## src/rtl/alarm_pkg.sv

```systemverilog
// Shared types and default constants for the alarm sequencer.
// Used by alarm_sequencer and lockout_timer.
package alarm_pkg;

    typedef enum logic {
        IDLE = 1'b0,
        HOLD = 1'b1
    } issuer_state_t;

    localparam int DEF_MAX_FAIL       = 3;
    localparam int DEF_HOLDOFF        = 13;
    localparam int DEF_LOCKOUT_CYCLES = 1000;
    localparam int DEF_PEND_W         = 3;

endpackage

```

## src/rtl/lockout_timer.sv

```systemverilog
// Lockout down-counter: a trigger pulse loads LOCKOUT_CYCLES.
// While the count is non-zero, locked is high.
module lockout_timer
    import alarm_pkg::*;
#(
    parameter int LOCKOUT_CYCLES = DEF_LOCKOUT_CYCLES
) (
    input  logic clk,
    input  logic rst,
    input  logic trigger,
    output logic locked
);

    localparam int CW = $clog2(LOCKOUT_CYCLES + 1);
    localparam logic [CW-1:0] LOAD = CW'(LOCKOUT_CYCLES);

    logic [CW-1:0] count;

    always_ff @(posedge clk or posedge rst) begin
        if (rst) begin
            count <= '0;
        end else if (trigger) begin
            count <= LOAD;
        end else if (count != '0) begin
            count <= count - CW'(1);
        end
    end

    assign locked = (count != '0);

endmodule

```

## src/rtl/alarm_sequencer.sv

```systemverilog
// Turns code-check results into flasher start pulses with hold-off spacing and a failure lockout.
// Build option: define ALARM_LOCKOUT_EN to compile in the lockout timer and failure-limit lockout.
module alarm_sequencer
    import alarm_pkg::*;
#(
    parameter int MAX_FAIL       = DEF_MAX_FAIL,
    parameter int HOLDOFF        = DEF_HOLDOFF,
    parameter int LOCKOUT_CYCLES = DEF_LOCKOUT_CYCLES,
    parameter int PEND_W         = DEF_PEND_W
) (
    input  logic                            clk,
    input  logic                            rst,
    input  logic                            code_ok,
    input  logic                            code_err,
    output logic                            start,
    output logic                            locked,
    output logic [$clog2(MAX_FAIL+1)-1:0]   fail_count
);

    localparam int FW = $clog2(MAX_FAIL + 1);
    localparam int TW = $clog2(HOLDOFF);
    localparam logic [FW-1:0]     FAIL_MAX  = FW'(MAX_FAIL);
    localparam logic [TW-1:0]     HOLD_LOAD = TW'(HOLDOFF - 2);
    localparam logic [PEND_W-1:0] PEND_MAX  = '1;

    if (MAX_FAIL < 1 || HOLDOFF < 2 || LOCKOUT_CYCLES < 1 || PEND_W < 1) begin : g_bad_params
        $error("alarm_sequencer: illegal parameter value");
    end

    logic locked_int;
    logic acc_err;
    logic acc_ok;

    // An error wins over a simultaneous OK; nothing is accepted during lockout.
    assign acc_err = code_err & ~locked_int;
    assign acc_ok  = code_ok & ~code_err & ~locked_int;

    // Issuer: HOLD lasts HOLDOFF-1 cycles so backlogged starts land exactly HOLDOFF apart.
    issuer_state_t     state_q, state_d;
    logic [TW-1:0]     timer_q, timer_d;
    logic [PEND_W-1:0] pend_q, pend_d;
    logic              start_q, start_d;

    always_ff @(posedge clk or posedge rst) begin
        if (rst) begin
            state_q <= IDLE;
            timer_q <= '0;
            pend_q  <= '0;
            start_q <= 1'b0;
        end else begin
            state_q <= state_d;
            timer_q <= timer_d;
            pend_q  <= pend_d;
            start_q <= start_d;
        end
    end

    always_comb begin
        state_d = state_q;
        timer_d = timer_q;
        pend_d  = pend_q;
        start_d = 1'b0;
        case (state_q)
            IDLE: begin
                if (pend_q != '0 || acc_err) begin
                    start_d = 1'b1;
                    timer_d = HOLD_LOAD;
                    state_d = HOLD;
                    // A new error alongside a pending issue takes the freed slot.
                    if (pend_q != '0 && !acc_err) begin
                        pend_d = pend_q - PEND_W'(1);
                    end
                end
            end
            HOLD: begin
                if (acc_err && pend_q != PEND_MAX) begin
                    pend_d = pend_q + PEND_W'(1);
                end
                if (timer_q == '0) begin
                    state_d = IDLE;
                end else begin
                    timer_d = timer_q - TW'(1);
                end
            end
        endcase
    end

    logic [FW-1:0] fail_q;

`ifdef ALARM_LOCKOUT_EN
    localparam logic [FW-1:0] FAIL_LAST = FW'(MAX_FAIL - 1);

    logic trigger;

    assign trigger = acc_err && (fail_q == FAIL_LAST);

    // The internal count restarts at 0 on lockout; the output shows the limit until it ends.
    always_ff @(posedge clk or posedge rst) begin
        if (rst) begin
            fail_q <= '0;
        end else if (trigger) begin
            fail_q <= '0;
        end else if (acc_err) begin
            fail_q <= fail_q + FW'(1);
        end else if (acc_ok) begin
            fail_q <= '0;
        end
    end

    lockout_timer #(
        .LOCKOUT_CYCLES(LOCKOUT_CYCLES)
    ) u_lockout_timer (
        .clk     (clk),
        .rst     (rst),
        .trigger (trigger),
        .locked  (locked_int)
    );

    assign fail_count = locked_int ? FAIL_MAX : fail_q;
`else
    assign locked_int = 1'b0;

    always_ff @(posedge clk or posedge rst) begin
        if (rst) begin
            fail_q <= '0;
        end else if (acc_err) begin
            if (fail_q != FAIL_MAX) begin
                fail_q <= fail_q + FW'(1);
            end
        end else if (acc_ok) begin
            fail_q <= '0;
        end
    end

    assign fail_count = fail_q;
`endif

    assign start  = start_q;
    assign locked = locked_int;

endmodule

```

## config.mk

```make
export PLATFORM = sky130hd
export DESIGN_NAME = alarm_sequencer
export DESIGN_NICKNAME = d
export VERILOG_FILES = /design/src/rtl/alarm_pkg.sv /design/src/rtl/lockout_timer.sv /design/src/rtl/alarm_sequencer.sv
export SDC_FILE = /design/constraint.sdc
export NUM_CORES = 1
export LEC_CHECK = 0
export CORE_MARGIN = 4
export CORE_UTILIZATION = 41
export DETAILED_ROUTE_END_ITERATION = 8
export HOLD_SLACK_MARGIN = 0.05
export PLACE_DENSITY_LB_ADDON = 0.25
export RECOVER_POWER = 100
export REMOVE_ABC_BUFFERS = 1
export SLEW_MARGIN = 15
export SYNTH_ARGS = -nofsm -noshare
export SYNTH_HDL_FRONTEND = slang
export SYNTH_SLANG_ARGS = --single-unit
export TNS_END_PERCENT = 20
```

## constraint.sdc

```tcl
create_clock -name clk -period 1.9 [get_ports clk]
set_input_delay 0.285 -clock clk [delete_from_list [all_inputs] [get_ports clk]]
set_output_delay 0.285 -clock clk [all_outputs]
set_load 0.03 [all_outputs]
```

==> summary.md, run 1 <==
| Metric | Value |
|---|---|
| Status | `complete, no violations` |
| TritonCTS clock tree | `done` |
| Final clock skew | `roughly 0.00057 ns` |
| Buffers inserted during post-CTS setup optimization | `0` |
| Setup Viol. Count Final | `0` |
| Clock latency of the later-clocked register in the worst-skew pair | `about 0.26 ns` |
| Max incr delay on CP | `between 0.4 and 0.5 ns` |
| Critical Path Source | `state_q$_DFF_PP0_` |
| Pin count of the biggest net entering global routing | `17` |
| Kind of end point of the critical path | `flop` |
| Number of antenna violations at the first check in global routing | `0` |
| Area taken by flip-flops and latches | `between 200 and 300 sq um` |
| Diodes inserted | `0` |
| Post-route cell area | `just under 800 sq um` |
| RSZ-0062 raised after global routing | `no` |
| Top-Level Pins | `8` |
| Synthesized instance count | `68` |
| Pwr Density | `roughly 1600 mW/mm^2` |
| Area of the mapped netlist | `691.9 sq um` |
| CTS max path bufs | `2` |
| Total global routing overflow | `0` |
| Reg2Reg Launch Point | `state_q$_DFF_PP0_` |
| Share of Yosys cell area claimed by the top area cell type | `between 30% and 40%` |
| Global-route wire length before repair | `roughly 2100 um` |
| Clock transition at the registers of the reported paths | `approximately 0.080 ns` |
| Multi-input gate area in the final layout | `between 300 and 400 sq um` |
| Number of global-route vias before repair | `about 450` |
| Ratio of cells with drive above 1 in the final layout | `15.58%` |
| Number of violations reported at the end of detailed-routing iteration 0 | `9` |
| Number of I/O port buffers | `6` |
| Final Hold Viols | `0` |
| Worst Hold Class | `primary input to asynchronous set/reset pin` |
| Total Nets Final | `between 80 and 90` |
| Post-placement cell area | `765.7 sq um` |
| Period minus WS final | `between 1.5 and 2 ns` |
| Worst Setup Path Type | `flop to flop` |
| Synthesis-to-layout area growth | `11.93%` |
| Cell breakdown of the critical path | `inv_1, fa_1, and3_1, a211o_1, a22o_1` |
| Top cells by area, synth | `dfrtp_1 (40%), ha_1 (3.6%), nor4_4 (3.1%)` |
| Final estimated routing congestion in global placement | `between 0.6 and 0.7` |
| Remaining antenna violation count | `0` |
| Effective utilization at floorplan | `approximately 44%` |
| Standard-cell rows | `14` |
| Total power | `roughly 1.3 mW` |
| CTS Root Buffer Type | `clkbuf_4` |
| FILL cells | `147` |
| Floorplan core area | `approximately 0.0016 sq mm` |
| Required time reported for the critical path endpoint | `slightly above 2 ns` |
| DIE WIDTH | `around 49 um` |
| Avg Cell Area, Syn | `between 10 and 15 sq um` |
| Worst Reg-to-Reg Cells | `5` |
| Critical-path maximum fanout | `3` |
| Worst EP arrival | `about 1.9 ns` |
| Htree depth | `1` |
| Number of violations of the max-capacitance limit | `0` |
| Dominant cell type by area after synthesis | `dfrtp_1` |
| Type of element launching the critical path | `flop` |
| Floorplan die height | `49.08 um` |
| Wirelength, routed | `1209 um` |
| Number of warnings printed during yosys synthesis | `0` |
| Half-perimeter wire length after detailed placement | `910.3 um` |
| Global router's overall resource usage | `11.10%` |
| CTS sink cnt | `11` |
| Average via count per standard cell | `about 5.4` |
| Final period utilization | `between 80% and 90%` |
| Peak supply drop | `0.0006259 V` |
| Sequential share of the synthesized area | `39.78%` |
| Synth cell types | `35` |
| Static Leak | `0.3486 nW` |
| DIE AREA | `between 0.002 and 0.0025 sq mm` |
| Destination of the worst register-to-register timing path | `pend_q[2]$_DFFE_PP0P_` |
| Achievable Freq | `590.1 MHz` |
| Drt drc | `0` |
| Number of cells upsized or downsized after cts | `0` |
| Detailed-routing iteration count for the pre-antenna-repair pass | `4` |
| Average detailed-routed wire length per instance | `roughly 13 um` |
| Slowest library cell on the worst path | `fa_1` |
| Total of hold buffers inserted after clock tree synthesis | `0` |
| Worst R2R Setup Slack | `between 0.2 and 0.25 ns` |
| Synth Register Bits | `11` |
| Number of buffers inserted during clock tree synthesis | `3` |
| Total via count after detailed routing | `roughly 500` |
| Final max-slew violation count | `0` |
-- cells by family after synthesis --
group,synth area share [%]
buf+inv,7.956
compound gates,17.72
simple gates,20.43
xor+xnor,1.266
other cells,0.5420
fa+ha+maj,6.509
mux,5.785
flops,39.78
-- sequential cells by signal (all words and copies together), names as in the netlist --
name / count
state_q: 1
pend_q: 3
fail_count: 2
timer_q: 4
start: 1
-- Yosys cell counts (all sizes together) --
cell	n
nand3	3
xnor2	1
nor2	3
a21o	1
o22ai	3
or2	1
a32o	1
o21ai	3
a211oi	2
a21oi	2
buf	5
mux2i	1
nor3b	2
or3	1
a22o	1
nand2b	3
nand3b	2
o41ai	1
a2bb2oi	1
ha	2
conb	1
a211o	1
inv	5
dfrtp	11
nor4	1
nor3	2
o221a	1
mux2	2
nand2	3
fa	1
and3	1
-- cell type report --
class	instances	area share (%)
clock inverters	1	0.6462
inverters	5	2.423
flip-flops and latches	11	35.54
well taps	16	2.585
multi-input cells	47	44.75
clock buffers	3	2.908
repair buffers	10	11.15
-- metal layers --
| metal | vias to the layer above | share of wire (%) | track usage, % |
|---|---|---|---|
| li1 | 264 | - | - |
| met4 | 0 | 0 | 2.844 |
| met2 | 7 | 46 | 16.74 |
| met1 | 231 | 50 | 14.91 |
| met3 | 0 | 3.9 | 3.976 |
| met5 | - | 0 | 0 |
-- worst max path at each step --
stage | to | slack (ns) | cells after the start
2_1_floorplan | pend_q[2]$_DFFE_PP0P_ | -0.03 | 5
3_3_place_gp | pend_q[2]$_DFFE_PP0P_ | 0.18 | 4
3_5_place_dp | pend_q[2]$_DFFE_PP0P_ | 0.16 | 4
4_1_cts | pend_q[2]$_DFFE_PP0P_ | 0.21 | 5
5_1_grt | timer_q[3]$_DFFE_PP0P_ | 0.07 | 4
6_report | pend_q[2]$_DFFE_PP0P_ | 0.21 | 5
-- cell usage in the layout, fill, tap and decap left out, drive strengths merged, types with 2 or more instances in the layout --
| master | count |
|---|---|
| nand3 | 3 |
| a21oi | 2 |
| clkbuf | 4 |
| dlygate4sd3 | 5 |
| o22ai | 3 |
| o21ai | 3 |
| ha | 2 |
| a211oi | 2 |
| inv | 5 |
| nand2b | 3 |
| nand3b | 2 |
| buf | 3 |
| dfrtp | 11 |
| nor3b | 2 |
| nand2 | 3 |
| nor2 | 3 |
| nor3 | 2 |
| mux2 | 2 |
-- critical path: cells and delay by family, from the launching register on --
kind	cells	cell delay [ns]
compound gates	2	0.48
fa+ha+maj	1	0.47
flops	1	0.35
simple gates	1	0.22
buf+inv	1	0.07
-- through the flow --
step	utilization, %	setup TNS (ns)	cells	hold slack, ns	setup WS, ns
6_report	49.68	0	93	0.4590	0.2053
3_5_place_dp	49.12	0	89	0.5208	0.1600
3_3_place_gp	49.12	0	89	0.5254	0.1787
4_1_cts	50.88	0	93	0.3319	0.2094
2_1_floorplan	-	-0.02970	63	0.1374	-0.02970
5_1_grt	49.68	0	93	0.5169	0.07229
-- power by group --
| group | switching, mW | internal, mW | total (mW) | leakage (nW) |
|---|---|---|---|---|
| Sequential | 0.0878 | 0.337 | 0.425 | 0.128 |
| Clock | 0.0841 | 0.0777 | 0.162 | 0.0177 |
| Combinational | 0.332 | 0.354 | 0.687 | 0.203 |
| Total | 0.504 | 0.769 | 1.27 | 0.349 |
Note: power is estimated with default switching activity, not from simulation.
==> run 2: changes to the inputs <==
--- a/config.mk
+++ b/config.mk
@@ -9,7 +9,7 @@
 export CORE_UTILIZATION = 41
 export DETAILED_ROUTE_END_ITERATION = 8
 export HOLD_SLACK_MARGIN = 0.05
-export PLACE_DENSITY_LB_ADDON = 0.25
+export PLACE_DENSITY_LB_ADDON = 0.15
 export RECOVER_POWER = 100
 export REMOVE_ABC_BUFFERS = 1
 export SLEW_MARGIN = 15
==> summary.md, run 2 (synthesis gave the netlist of run 1 again) <==
| Metric | Value |
|---|---|
| Status | `complete, no violations` |
| Static Leak | `0.3458 nW (-0.78%)` |
| Half-perimeter wire length after detailed placement | `856.8 um (-5.9%)` |
| Power dissipated by switching net loads | `478.6 uW (-5.1%)` |
| Total of hold buffers inserted after clock tree synthesis | `0 (unchanged)` |
| CTS Root Buffer Type | `clkbuf_4` |
| DIE WIDTH | `49.08 um (unchanged)` |
| Remaining antenna violation count | `0 (unchanged)` |
| Final estimated routing congestion in global placement | `0.6823 (+6.2%)` |
| Global-route wire length before repair | `2180 um (+5.7%)` |
| Number of I/O port buffers | `6 (unchanged)` |
| Setup WS post-layout | `0.1964 ns (-0.008875 ns)` |
| Global-route track usage on met2 | `17.63% (+0.89 points)` |
| Final period utilization | `89.66% (+0.47 points)` |
| Setup Viol. Count Final | `0 (unchanged)` |
| Number of violations of the max-capacitance limit | `0 (unchanged)` |
| Pin count of the biggest net entering global routing | `17 (unchanged)` |
| Required time reported for the critical path endpoint | `2.05 ns (about the same)` |
| DIE AREA | `0.002409 sq mm (unchanged)` |
| Register name with the most flops | `timer_q` |
| FILL cells | `145 (-1.4%)` |
| Standard-cell rows | `14 (unchanged)` |
| Placed Instances | `89 (unchanged)` |
| Number of cells upsized or downsized after cts | `0 (unchanged)` |
| Switching fraction of total power | `38.32% (-1.3 points)` |
| Commonest cells after routing, fill and taps aside | `dfrtp_1 (11), inv_1 (5), dlygate4sd3_1 (5)` |
| Int Pwr | `770.5 uW (+0.17%)` |
| Number of buffers inserted during clock tree synthesis | `3 (unchanged)` |
| Htree depth | `1 (unchanged)` |
| Leading cell type in the layout, fill and taps excluded | `dfrtp_1` |
| Worst hold slack after final layout | `0.4412 ns (-0.01780 ns)` |
| Clock latency of the later-clocked register in the worst-skew pair | `0.27 ns (about the same)` |
| Final std cells w/o fill | `93 (unchanged)` |
| Max incr delay on CP | `0.67 ns (+0.20 ns)` |
| RSZ-0062 raised after global routing | `no` |
| Pwr Density | `1615 mW/mm^2 (-1.8%)` |
| Worst Setup Path Type | `primary input to flop` |
| Ratio of cells with drive above 1 in the final layout | `14.29% (-1.3 points)` |
| Top-Level Pins | `8 (unchanged)` |
| Met3 capacity usage during global routing | `6.422% (+2.4 points)` |
| Number of violations reported at the end of detailed-routing iteration 0 | `13 (+4)` |
| Final clock skew | `0.01025 ns (+0.009681 ns)` |
| Number of global-route vias before repair | `484 (+6.8%)` |
| Average via count per standard cell | `5.548 (+2.8%)` |
| Global router's overall resource usage | `11.70% (+0.59 points)` |
| Worst EP arrival | `1.85 ns (about the same)` |
| Setup TNS Final | `0 ns (unchanged)` |
| Diodes inserted | `0 (unchanged)` |
| TritonCTS clock tree | `done` |
| Floorplan die height | `49.08 um (unchanged)` |
| Total global routing overflow | `0 (unchanged)` |
| Final max-slew violation count | `0 (unchanged)` |
| CTS sink cnt | `11 (unchanged)` |
| Total via count after detailed routing | `516 (+2.8%)` |
| Floorplan core area | `0.001559 sq mm (unchanged)` |
| Flop pwr share | `33.5% (about the same)` |
| Detailed-routing iteration count for the pre-antenna-repair pass | `4 (unchanged)` |
| Clock power frac | `12.7% (about the same)` |
| Achievable Freq | `587.0 MHz (-0.52%)` |
| Drt drc | `0 (unchanged)` |
| Peak supply drop | `0.0007178 V (+15%)` |
| Worst Hold Class | `primary input to asynchronous set/reset pin` |
| Synthesis-to-layout area growth | `11.75%` |
| Final Hold Viols | `0 (unchanged)` |
| Average detailed-routed wire length per instance | `12.17 um (-6.4%)` |
| Met1 Usage GRT | `14.39% (-0.51 points)` |
| Critical-path maximum fanout | `10 (+7)` |
| Type of element launching the critical path | `primary input` |
| Slowest library cell on the worst path | `dlygate4sd3_1` |
| Max reg flops | `4 (unchanged)` |
| Pre-CTS worst setup slack | `0.1297 ns (-0.03031 ns)` |
| Wirelength, routed | `1132 um (-6.4%)` |
| Gate power share | `53.9% (about the same)` |
| CTS max path bufs | `2 (unchanged)` |
| Effective utilization at floorplan | `44.38% (unchanged)` |
| Period minus WS final | `1.704 ns (+0.008875 ns)` |
| Cell breakdown of the critical path | `dlygate4sd3_1, nor4_1, mux2i_2, mux2_4` |
| Clock transition at the registers of the reported paths | `0.08 ns (about the same)` |
| Layer with the highest usage after global routing | `met2` |
| Number of antenna violations at the first check in global routing | `0 (unchanged)` |
| Total Nets Final | `85 (unchanged)` |
| Buffers inserted during post-CTS setup optimization | `0 (unchanged)` |
| Kind of end point of the critical path | `flop` |
-- run 2: cell types whose count changed in the layout (fill, tap and decap cells not counted), sizes merged --
cell,change
clkbuf,+1
clkinv,-1
-- run 2: path summary, 6_finish.rpt --
| kind | start | cells past startpoint | slack, ns | end |
|---|---|---|---|---|
| worst max-delay path | code_err | 4 | 0.20 | timer_q[0]$_DFFE_PP0P_ |
| worst min-delay path | rst | 2 | 0.44 | start$_DFF_PP0_ |
| worst max register to register | state_q$_DFF_PP0_ | 5 | 0.21 | pend_q[2]$_DFFE_PP0P_ |
| worst min register to register | fail_count[1]$_DFFE_PP0P_ | 1 | 0.53 | fail_count[1]$_DFFE_PP0P_ |
| max in group asynchronous | rst | 2 | 1.15 | timer_q[0]$_DFFE_PP0P_ |
| min in group clk | fail_count[1]$_DFFE_PP0P_ | 1 | 0.53 | fail_count[1]$_DFFE_PP0P_ |
-- run 2: critical path: cells and delay by family --
| kind | cells | cell delay (ns) |
|---|---|---|
| buf+inv | 1 | 0.67 |
| mux | 2 | 0.48 |
| simple gates | 1 | 0.41 |
-- run 2: routing by layer --
layer | vias to the layer above | wire (um)
li1 | 262 | -
met1 | 245 | 558
met2 | 9 | 505
met5 | - | 0
met4 | 0 | 0
met3 | 0 | 67
-- run 2: power groups by stage --
stage | sequential [mW] | combinational (mW) | clock [mW]
2_1_floorplan | 0.510 | 0.431 | 0
4_1_cts | 0.425 | 0.708 | 0.169
6_report | 0.418 | 0.673 | 0.158
5_1_grt | 0.437 | 0.756 | 0.175
3_5_place_dp | 0.430 | 0.706 | 0
3_3_place_gp | 0.429 | 0.693 | 0
-- run 2: cell type report --
class                           count  area, sq um  area share [%]
Timing Repair Buffer               10        86.33           11.17
Clock buffer                        4        26.28           3.398
Multi-Input combinational cell     47        346.6           44.82
Tap cell                           16        20.02           2.589
Inverter                            5        18.77           2.427
Sequential cell                    11        275.3           35.60
-- run 2: per-stage QoR --
step / instance area (sq um) / power, mW / utilization, %
final: 773.2 / 1.249 / 49.60
after global routing: 773.2 / 1.368 / 49.60
after CTS: 792.0 / 1.302 / 50.80
after detailed placement: 765.7 / 1.136 / 49.12
after global placement: 765.7 / 1.122 / 49.12
after floorplan: 655.6 / 0.9411 / -
